### config.mk
export PLATFORM = sky130hd
export DESIGN_NAME = obstacle_sched
export DESIGN_NICKNAME = d
export VERILOG_FILES = /design/src/rtl/obstacle_sched_pkg.sv /design/src/rtl/obstacle_sched_lfsr16.sv /design/src/rtl/obstacle_sched.sv
export SDC_FILE = /design/constraint.sdc
export NUM_CORES = 1
export LEC_CHECK = 0
export ABC_AREA = 1
export BUFFER_PORTS_ARGS = -buffer_cell sky130_fd_sc_hd__buf_4
export CORE_MARGIN = 4
export CORE_UTILIZATION = 43
export DETAILED_ROUTE_END_ITERATION = 10
export PLACE_DENSITY_LB_ADDON = 0.15
export SLEW_MARGIN = 20
export SYNTH_ARGS = -nofsm -noshare
export SYNTH_HDL_FRONTEND = slang
export SYNTH_SLANG_ARGS = --single-unit
### constraint.sdc
create_clock -name clk3 -period 3.3 [get_ports clk3]
set_input_delay 0.165 -clock clk3 [delete_from_list [all_inputs] [get_ports clk3]]
set_output_delay 0.165 -clock clk3 [all_outputs]
set_load 0.02 [all_outputs]
### src/rtl/obstacle_sched_pkg.sv
// Shared packed object-data layout, game-state and obstacle type codes, and
// per-type geometry used by the scheduler, renderer and collision logic.
package obstacle_sched_pkg;

   localparam int DATATLEN = 3;
   localparam int DATAXLEN = 10;
   localparam int DATAYLEN = 9;
   localparam int DATAWLEN = 7;
   localparam int DATAHLEN = 7;
   localparam int DATALEN  = DATATLEN + DATAXLEN + DATAYLEN + DATAWLEN + DATAHLEN;

   localparam int DEF_SPAWN_X = 640;
   localparam int GAPLEN      = 7;
   localparam int SCORELEN    = 16;

   typedef enum logic [1:0] {
      ST_IDLE   = 2'd0,
      ST_RUN    = 2'd1,
      ST_PAUSED = 2'd2,
      ST_OVER   = 2'd3
   } state_e;

   typedef enum logic [DATATLEN-1:0] {
      OT_NULL         = 3'd0,
      OT_GROUND       = 3'd1,
      OT_CACTUS_SMALL = 3'd2,
      OT_CACTUS_LARGE = 3'd3,
      OT_BIRD         = 3'd4
   } otype_e;

   // Field order fixes the bit layout: type in the MSBs, height in the LSBs.
   typedef struct packed {
      otype_e              otype;
      logic [DATAXLEN-1:0] x;
      logic [DATAYLEN-1:0] y;
      logic [DATAWLEN-1:0] w;
      logic [DATAHLEN-1:0] h;
   } obj_t;

   localparam logic [DATAYLEN-1:0] CS_Y = 9'd368;
   localparam logic [DATAWLEN-1:0] CS_W = 7'd16;
   localparam logic [DATAHLEN-1:0] CS_H = 7'd32;
   localparam logic [DATAYLEN-1:0] CL_Y = 9'd352;
   localparam logic [DATAWLEN-1:0] CL_W = 7'd24;
   localparam logic [DATAHLEN-1:0] CL_H = 7'd48;
   localparam logic [DATAYLEN-1:0] BD_Y = 9'd320;
   localparam logic [DATAWLEN-1:0] BD_W = 7'd32;
   localparam logic [DATAHLEN-1:0] BD_H = 7'd24;

   function automatic otype_e lfsr_to_type(input logic [1:0] sel);
      otype_e t;
      case (sel)
         2'd2:    t = OT_CACTUS_LARGE;
         2'd3:    t = OT_BIRD;
         default: t = OT_CACTUS_SMALL;
      endcase
      return t;
   endfunction

   function automatic obj_t make_obj(input otype_e t, input logic [DATAXLEN-1:0] x);
      obj_t r;
      r       = '0;
      r.otype = t;
      r.x     = x;
      case (t)
         OT_CACTUS_SMALL: begin r.y = CS_Y; r.w = CS_W; r.h = CS_H; end
         OT_CACTUS_LARGE: begin r.y = CL_Y; r.w = CL_W; r.h = CL_H; end
         OT_BIRD:         begin r.y = BD_Y; r.w = BD_W; r.h = BD_H; end
         default:         r = '0;
      endcase
      return r;
   endfunction

   // An obstacle that would scroll past x=0 is retired rather than wrapped.
   function automatic obj_t scroll_obj(input obj_t o, input logic [2:0] s);
      obj_t                r;
      logic [DATAXLEN-1:0] sx;
      sx = DATAXLEN'(s);
      r  = o;
      if (o.otype != OT_NULL) begin
         if (o.x >= sx) r.x = o.x - sx;
         else           r   = '0;
      end
      return r;
   endfunction

endpackage

### src/rtl/obstacle_sched_lfsr16.sv
// 16-bit Galois LFSR (taps 16,14,13,11) with step enable and synchronous
// reload to the seed; drives obstacle type and spawn spacing.
module obstacle_sched_lfsr16 #(
   parameter logic [15:0] SEED = 16'hACE1
) (
   input  logic        clk_i,
   input  logic        load_i,
   input  logic        en_i,
   output logic [15:0] lfsr_o
);

   localparam logic [15:0] TAPS = 16'hB400;

   logic [15:0] lfsr_q, lfsr_d;

   always_comb begin
      lfsr_d = lfsr_q;
      if (en_i) lfsr_d = {1'b0, lfsr_q[15:1]} ^ (lfsr_q[0] ? TAPS : 16'h0000);
   end

   always_ff @(posedge clk_i) begin
      if (load_i) lfsr_q <= SEED;
      else        lfsr_q <= lfsr_d;
   end

   assign lfsr_o = lfsr_q;

endmodule

### src/rtl/obstacle_sched.sv
// Runner game-state sequencer and obstacle slot scheduler: spawns obstacles at
// the right edge and scrolls them left on each tick while running.
//
//   state     | meaning
//   ----------+-----------------------------------------------------------
//   ST_IDLE   | waiting for start; slots frozen and still visible
//   ST_RUN    | ticks scroll, spawn, score and advance the LFSR
//   ST_PAUSED | pause held high; everything frozen, collide ignored
//   ST_OVER   | collision seen; frozen until start drops
module obstacle_sched
   import obstacle_sched_pkg::*;
#(
   parameter int          SLOTS     = 4,
   parameter int          SPAWN_X   = DEF_SPAWN_X,
   parameter int          MIN_GAP   = 40,
   parameter logic [15:0] LFSR_SEED = 16'hACE1
) (
   input  logic                     clk3,
   input  logic                     reset,
   input  logic                     start,
   input  logic                     pause,
   input  logic                     collide,
   input  logic                     tick,
   input  logic [2:0]               speed,
   input  logic [$clog2(SLOTS)-1:0] slot_sel,
   output logic [DATALEN-1:0]       obj_out,
   output logic [1:0]               state,
   output logic [SCORELEN-1:0]      score
);

   state_e                  state_q, state_d;
   obj_t [SLOTS-1:0]        slots_q, slots_d;
   obj_t                    obj_q, sel_obj, spawn_obj;
   logic [GAPLEN-1:0]       gap_q, gap_d;
   logic [SCORELEN-1:0]     score_q, score_d;
   logic [SLOTS-1:0]        free, pick;
   logic [15:0]             lfsr;
   logic                    lfsr_unused;
   logic [2:0]              s_eff;
   logic                    enter_run, run_tick, gap_zero, spawn_now;

   obstacle_sched_lfsr16 #(.SEED(LFSR_SEED)) u_lfsr (
      .clk_i  (clk3),
      .load_i (reset),
      .en_i   (run_tick),
      .lfsr_o (lfsr)
   );

   assign lfsr_unused = ^lfsr[15:8];

   always_comb begin
      state_d   = state_q;
      enter_run = 1'b0;
      case (state_q)
         ST_IDLE:   if (start) begin state_d = ST_RUN; enter_run = 1'b1; end
         ST_RUN:    if (collide) state_d = ST_OVER;
                    else if (pause) state_d = ST_PAUSED;
         ST_PAUSED: if (!pause) state_d = ST_RUN;
         ST_OVER:   if (!start) state_d = ST_IDLE;
         default:   state_d = ST_IDLE;
      endcase
   end

   // A tick is consumed only when the run stays in RUN this cycle.
   assign run_tick  = (state_q == ST_RUN) && tick && !collide && !pause;
   assign s_eff     = (speed == 3'd0) ? 3'd1 : speed;
   assign gap_zero  = (gap_q == '0);
   assign spawn_now = run_tick && gap_zero;
   assign spawn_obj = make_obj(lfsr_to_type(lfsr[1:0]), DATAXLEN'(SPAWN_X));

   // Freedom is judged on pre-scroll contents, so a slot retired this tick
   // cannot be refilled until the next one.
   for (genvar i = 0; i < SLOTS; i++) begin : g_slot
      localparam logic [SLOTS-1:0] LOWER = SLOTS'((1 << i) - 1);
      assign free[i]    = (slots_q[i].otype == OT_NULL);
      assign pick[i]    = free[i] & ~|(free & LOWER);
      assign slots_d[i] = enter_run              ? obj_t'('0)  :
                          !run_tick              ? slots_q[i]  :
                          (spawn_now && pick[i]) ? spawn_obj   :
                                                   scroll_obj(slots_q[i], s_eff);
   end

   always_comb begin
      gap_d   = gap_q;
      score_d = score_q;
      if (enter_run) begin
         gap_d   = GAPLEN'(MIN_GAP);
         score_d = '0;
      end else if (run_tick) begin
         if (!gap_zero)  gap_d = gap_q - GAPLEN'(1);
         else if (|free) gap_d = GAPLEN'(MIN_GAP) + {1'b0, lfsr[7:2]};
         if (score_q != '1) score_d = score_q + SCORELEN'(1);
      end
   end

   assign sel_obj = (int'(slot_sel) < SLOTS) ? slots_q[slot_sel] : obj_t'('0);

   always_ff @(posedge clk3) begin
      if (reset) begin
         state_q <= ST_IDLE;
         slots_q <= '0;
         gap_q   <= GAPLEN'(MIN_GAP);
         score_q <= '0;
         obj_q   <= '0;
      end else begin
         state_q <= state_d;
         slots_q <= slots_d;
         gap_q   <= gap_d;
         score_q <= score_d;
         obj_q   <= sel_obj;
      end
   end

   assign obj_out = obj_q;
   assign state   = state_q;
   assign score   = score_q;

endmodule

==> flow_summary.yaml, run 1 <==
route:
  dr.first_iter.drc_count: 415
  vias_per_cell: 4.90
  vias: 6486
  dr.pass1.iters: 5
  ant_nets: 0
  wire_per_inst_um: 13.6
  drcViolationCount: 0
  wirelength_um: 17900
logic_synthesis:
  synth_top_family_by_area: "simple AND/OR/NAND/NOR gates"
  ys.flop_type: "dfxtp_1"
  synth-adder-area-share: 0.0443
  synth_edf_count: 0
  ys_types: 38
  syn_area_sq_um: 6890
  yosys.area_share.simple: 0.342
  ys_async_sr_fraction: 0
  synthXorXnorAreaFrac: 0.0216
  ys_top_cells_by_count: "nand2_1 (289), nor2_1 (152), dfxtp_1 (126), inv_1 (107), a21oi_1 (88)"
  synth.top_cell.area_share: 0.366
  synth.most_common_cell: "nand2_1"
  synth_top_area_cell: "dfxtp_1"
  synth.avg_cell_area_sq_um: 6.52
  synth_area_leaders: "dfxtp_1 (37%), nand2_1 (16%), nor2_1 (8.3%)"
  yosysWarnings: 0
  synth.area.mux_share: 0
  synth-compound-area-share: 0.124
  synth-seq-area-share: 0.366
  ys_seq_elements: 126
  syn-instance-count: 1057
worst_setup_path:
  timing.rr.end: "slots_q[63]"
  crit_arrival_ps: 2660
  cp-start-kind: "flip-flop"
  crit_start: "gap_q[0]"
  regToRegStartpoint: "gap_q[0]"
  endpoint: "slots_q[63]"
  critPathMaxFanout: 17
  path_class: "flip-flop to flip-flop"
  critPathMostFrequentCell: "nand2_2"
  r2r_cells: 11
  max_stage_delay_ps: 320
  crit_chain: "inv_1, ha_1, inv_1, nor2_1, nand3_2, nor2_8, nand2_1, nand2_2, nand2_2, nand2_2, nor2_1"
  rrSetupSlack_ps: 950
  critical_path_required_ps: 3610
  slowest_stage: "dfxtp_1"
  critPathCaptureType: "flip-flop"
job:
  maxCapViolCount: 0
sta:
  setup_tns_ps: 0
  finalCriticalPeriod_ps: 2350
  fin_skew_ps: 10.0
  fmax_mhz: 426
  hold_violations: 0
  rsz0062_at_grt: "false"
  setup-violations-final: 0
  drv_slew: 0
  timing.final.crit_share: 0.712
  relSlewSlack: 0.568
  holdWs_ps: 109
  worstMarginPinSlew_ps: 647
power:
  power.internal_mw: 2.82
  peakVddDrop_mv: 0.383
  p_per_area_nw_per_um2: 480
  switching_share: 0.262
  leakage_nw: 3.71
  combPwrFrac: 0.099
  total_power_mw: 3.82
  seqPwrFrac: 0.411
  clkPwrFrac: 0.490
  p_sw_mw: 1.00
floorplanning:
  ioPinCount: 65
  core-area_sq_um: 15800
  rows: 46
  die_x_um: 135
  start_util: 0.437
  dieArea_sq_um: 18100
  die_y_um: 135
layout:
  antenna_cells: 0
  syn_to_final_growth_pct: 15.4
  drive_gt1_frac: 0.0967
  nets: 1127
global_routing:
  track_usage: 0.203
  grt_max_degree: 39
  antenna_found_initial: 0
  grt_pass1_vias: 5870
  grt-ovfl-total: 0
  grt_pass1_wl_um: 29500
clock_tree:
  ctsHoldBuffers: 0
  numCtsBuffers: 17
  cts_tree: "built"
  clockBufferDepth: 2
  cts_max_level: 4
  clk_pin_slew_ps: 60
  cts_root_buffer: "clkbuf_16"
  ctsResizeCount: 0
  clk_latency_ps: 420
  clock-sinks: 126
  cts_setup_buffers: 0
hold_path:
  min_path_type: "input pin to flip-flop"
place:
  hpwl_um: 13200
  place_congestion: 0.902
  portBuffers: 51
outcome:
  outcome: "completed"
-- placed cells by master, fill, tap and decap left out, types with 2 or more instances in the layout --
cell type	count
inv_1	107
dfxtp_1	126
clkbuf_16	17
xnor2_1	6
nand2_1	289
bufinv_16	2
fa_1	4
conb_1	13
nand2_2	9
clkinvlp_4	5
o21ai_1	4
clkinv_4	3
and2_1	2
clkbuf_8	2
buf_4	57
ha_1	18
inv_2	2
nor2_1	152
nand3_1	85
o21ai_0	61
o211ai_1	6
a21oi_1	88
xor2_1	11
nor3_1	13
nand4_1	8
-- power groups by stage --
| stage | Sequential [mW] | Combinational, mW | Clock, mW |
|---|---|---|---|
| 2_1_floorplan | 1.62 | 0.261 | 0 |
| 3_3_place_gp | 1.60 | 0.378 | 0 |
| 3_5_place_dp | 1.60 | 0.380 | 0 |
| 4_1_cts | 1.57 | 0.381 | 1.90 |
| 5_1_grt | 1.57 | 0.426 | 1.97 |
| 6_report | 1.57 | 0.379 | 1.87 |
-- kinds of logic (layout without fill, tap and decap cells) --
kind of cell | count (synthesis) | in the layout
adder cells (fa/ha/maj) | 22 | 22
other | 1 | 13
XOR/XNOR | 17 | 17
buffers and inverters | 161 | 199
AND/OR/NAND/NOR | 566 | 566
flip-flops | 126 | 126
AO/OA/AOI/OAI | 164 | 164
-- routing by layer --
metal / GRT usage / up-vias / routed length (um)
met1: 0.273 / 2956 / 8700
met3: 0.0447 / 9 / 718
met5: 0 / - / 0
li1: - / 3414 / -
met2: 0.337 / 107 / 8400
met4: 0.0413 / 0 / 114
-- sequential cells by signal, indices dropped and copies added (netlist names) --
name	flops
u_lfsr.lfsr_o	16
state	2
gap_q	7
score	16
slots_q	68
obj_out	17
-- per-stage QoR --
step	setup WS [ps]	util	cell area [sq um]	std cells
detailed placement	649	0.466	7350	1291
floorplan	1290	-	6940	1069
global route	719	0.504	7950	1323
CTS	937	0.504	7950	1323
finish	951	0.504	7950	1323
global placement	721	0.466	7350	1291
-- worst min-delay path by stage --
| stage | depth (start not counted) | end | slack, ps | from |
|---|---|---|---|---|
| floorplan | 2 | state[0] | 400 | collide |
| global placement | 2 | u_lfsr.lfsr_o[9] | 450 | u_lfsr.lfsr_o[10] |
| detailed placement | 2 | u_lfsr.lfsr_o[11] | 450 | u_lfsr.lfsr_o[12] |
| CTS | 3 | state[0] | 100 | collide |
| global route | 3 | state[0] | 150 | collide |
| finish | 3 | state[0] | 110 | collide |
-- worst max-delay path: cells and delay by family (launching register included) --
kind / cells / cell delay [ps]
adders and majority gates: 1 / 190
buffers and inverters: 2 / 140
and+or+nand+nor: 8 / 1590
DFF: 1 / 320
-- layout make-up --
cell class              instances  area, sq um
repair buffers                 57          428
flip-flops and latches        126         2520
clock inverters                12          138
fillers                      1688         7820
clock buffers                  20          457
inverters                     110          413
multi-input cells             782         3720
well taps                     216          270
No activity file was read; power rests on OpenSTA's default activity.
==> run 2, diff against run 1 <==
==> constraint.sdc (replaced) <==
create_clock -name clk3 -period 2.05 [get_ports clk3]
set_input_delay 0.1025 -clock clk3 [delete_from_list [all_inputs] [get_ports clk3]]
set_output_delay 0.1025 -clock clk3 [all_outputs]
set_load 0.02 [all_outputs]
==> flow_summary.yaml, run 2 (synthesis results as in run 1) <==
route:
  vias_per_cell: 4.89
  drcViolationCount: 0
  dr.pass1.iters: 5
  ant_nets: 0
  wire_per_inst_um: 13.2
  vias: 6644
  wirelength_um: 18000
  dr.first_iter.drc_count: 396
global_routing:
  grt_pass1_wl_um: 29300
  antenna_found_initial: 0
  track_usage: 0.200
  grt_pass1_vias: 6091
  grt_max_degree: 60
  grt-ovfl-total: 0
  gr-usage-met3: 0.0421
  met2_usage: 0.333
  use_met1: 0.262
  top_usage_layer: "met2"
worst_setup_path:
  rrSetupSlack_ps: 130
  crit_arrival_ps: 2220
  critPathCaptureType: "flip-flop"
  path_class: "flip-flop to flip-flop"
  critical_path_required_ps: 2360
  cp-start-kind: "flip-flop"
  critPathMaxFanout: 7
sta:
  rsz0062_at_grt: "false"
  hold_violations: 0
  fmax_mhz: 522
  drv_slew: 0
  setup-violations-final: 0
  finalCriticalPeriod_ps: 1920
  timing.final.crit_share: 0.935
  fin_skew_ps: 8.66
layout:
  regArea_sq_um: 2520
  top_register: "slots_q"
  drive_gt1_frac: 0.141
  multiInputGateArea_sq_um: 3790
  final_cell_mix: "nand2_1 (284), nor2_1 (148), dfxtp_1 (125)"
  stdcell_count: 1359
  n_fill_cell: 1599
  nets: 1165
  antenna_cells: 0
  final_common_cell: "nand2_1"
  syn_to_final_growth_pct: 22.0
  largest_reg_flops: 68
job:
  maxCapViolCount: 0
floorplanning:
  start_util: 0.437
  die_y_um: 135
  die_x_um: 135
  core-area_sq_um: 15800
  rows: 46
  dieArea_sq_um: 18100
  ioPinCount: 65
hold_path:
  min_path_type: "input pin to flip-flop"
clock_tree:
  numCtsBuffers: 17
  clockBufferDepth: 2
  ctsHoldBuffers: 0
  cts_root_buffer: "clkbuf_16"
  clk_pin_slew_ps: 60
  clock-sinks: 126
  clk_latency_ps: 420
  cts_tree: "built"
  cts_max_level: 4
power:
  leakage_nw: 3.95
  peakVddDrop_mv: 0.748
  p_per_area_nw_per_um2: 774
  total_power_mw: 6.50
place:
  dp.cells: 1326
  place_congestion: 0.870
  hpwl_um: 13100
  portBuffers: 51
outcome:
  outcome: "completed"
## run 2: area by class of cell
type,instances,share of cell area
clock inverters,10,0.0223
inverters,110,0.0491
well taps,216,0.0322
clock buffers,20,0.0543
flip-flops and latches,126,0.300
repair buffers,95,0.0908
multi-input cells,782,0.451
## run 2: path summary, 6_finish.rpt
| path | from | to | depth (start not counted) |
|---|---|---|---|
| setup / recovery | slots_q[131] | slots_q[142] | 13 |
| hold / removal | collide | state[0] | 3 |
| hold reg to reg | slots_q[112] | slots_q[112] | 2 |
| setup reg to reg | slots_q[131] | slots_q[142] | 13 |
## run 2: metal layers
| layer | share of wire | wire, um |
|---|---|---|
| met2 | 0.46 | 8330 |
| met1 | 0.47 | 8420 |
| met4 | 0.018 | 324 |
| met5 | 0 | 0 |
| met3 | 0.051 | 908 |
## run 2: power breakdown
part | internal, mW | switching (mW) | leakage, nW
registers | 2.49 | 0.0332 | 1.02
logic | 0.233 | 0.439 | 2.63
clock network | 2.21 | 1.10 | 0.308
total | 4.93 | 1.57 | 3.95
## run 2: worst max-delay path, stage by stage, from the launching register on
cell	delay, ps
dfxtp_2	340
inv_1	60
ha_2	180
inv_1	70
fa_2	350
nand2_1	70
nand2_1	90
nor2_2	150
nand3_2	90
nand2_1	90
nand2_2	70
buf_12	140
nand3_1	60
nand2_1	50
## run 2: through the flow
stage               area, sq um   util  worst slack (ps)  setup TNS (ps)  hold WS (ps)
floorplan                  6940      -               103               0           341
global placement           7670  0.486             -74.1            -693           446
detailed placement         7670  0.486             -93.0           -1620           450
CTS                        8310  0.527              25.8               0          45.1
global route               8400  0.533              2.32               0          54.0
finish                     8400  0.533               134               0          52.6
## run 2: repair_timing
| action | 4_1_cts | 5_1_grt |
|---|---|---|
| resized for setup | 0 | 22 |
| setup buffers | 0 | 3 |
| setup endpoints to repair | 0 | 56 |
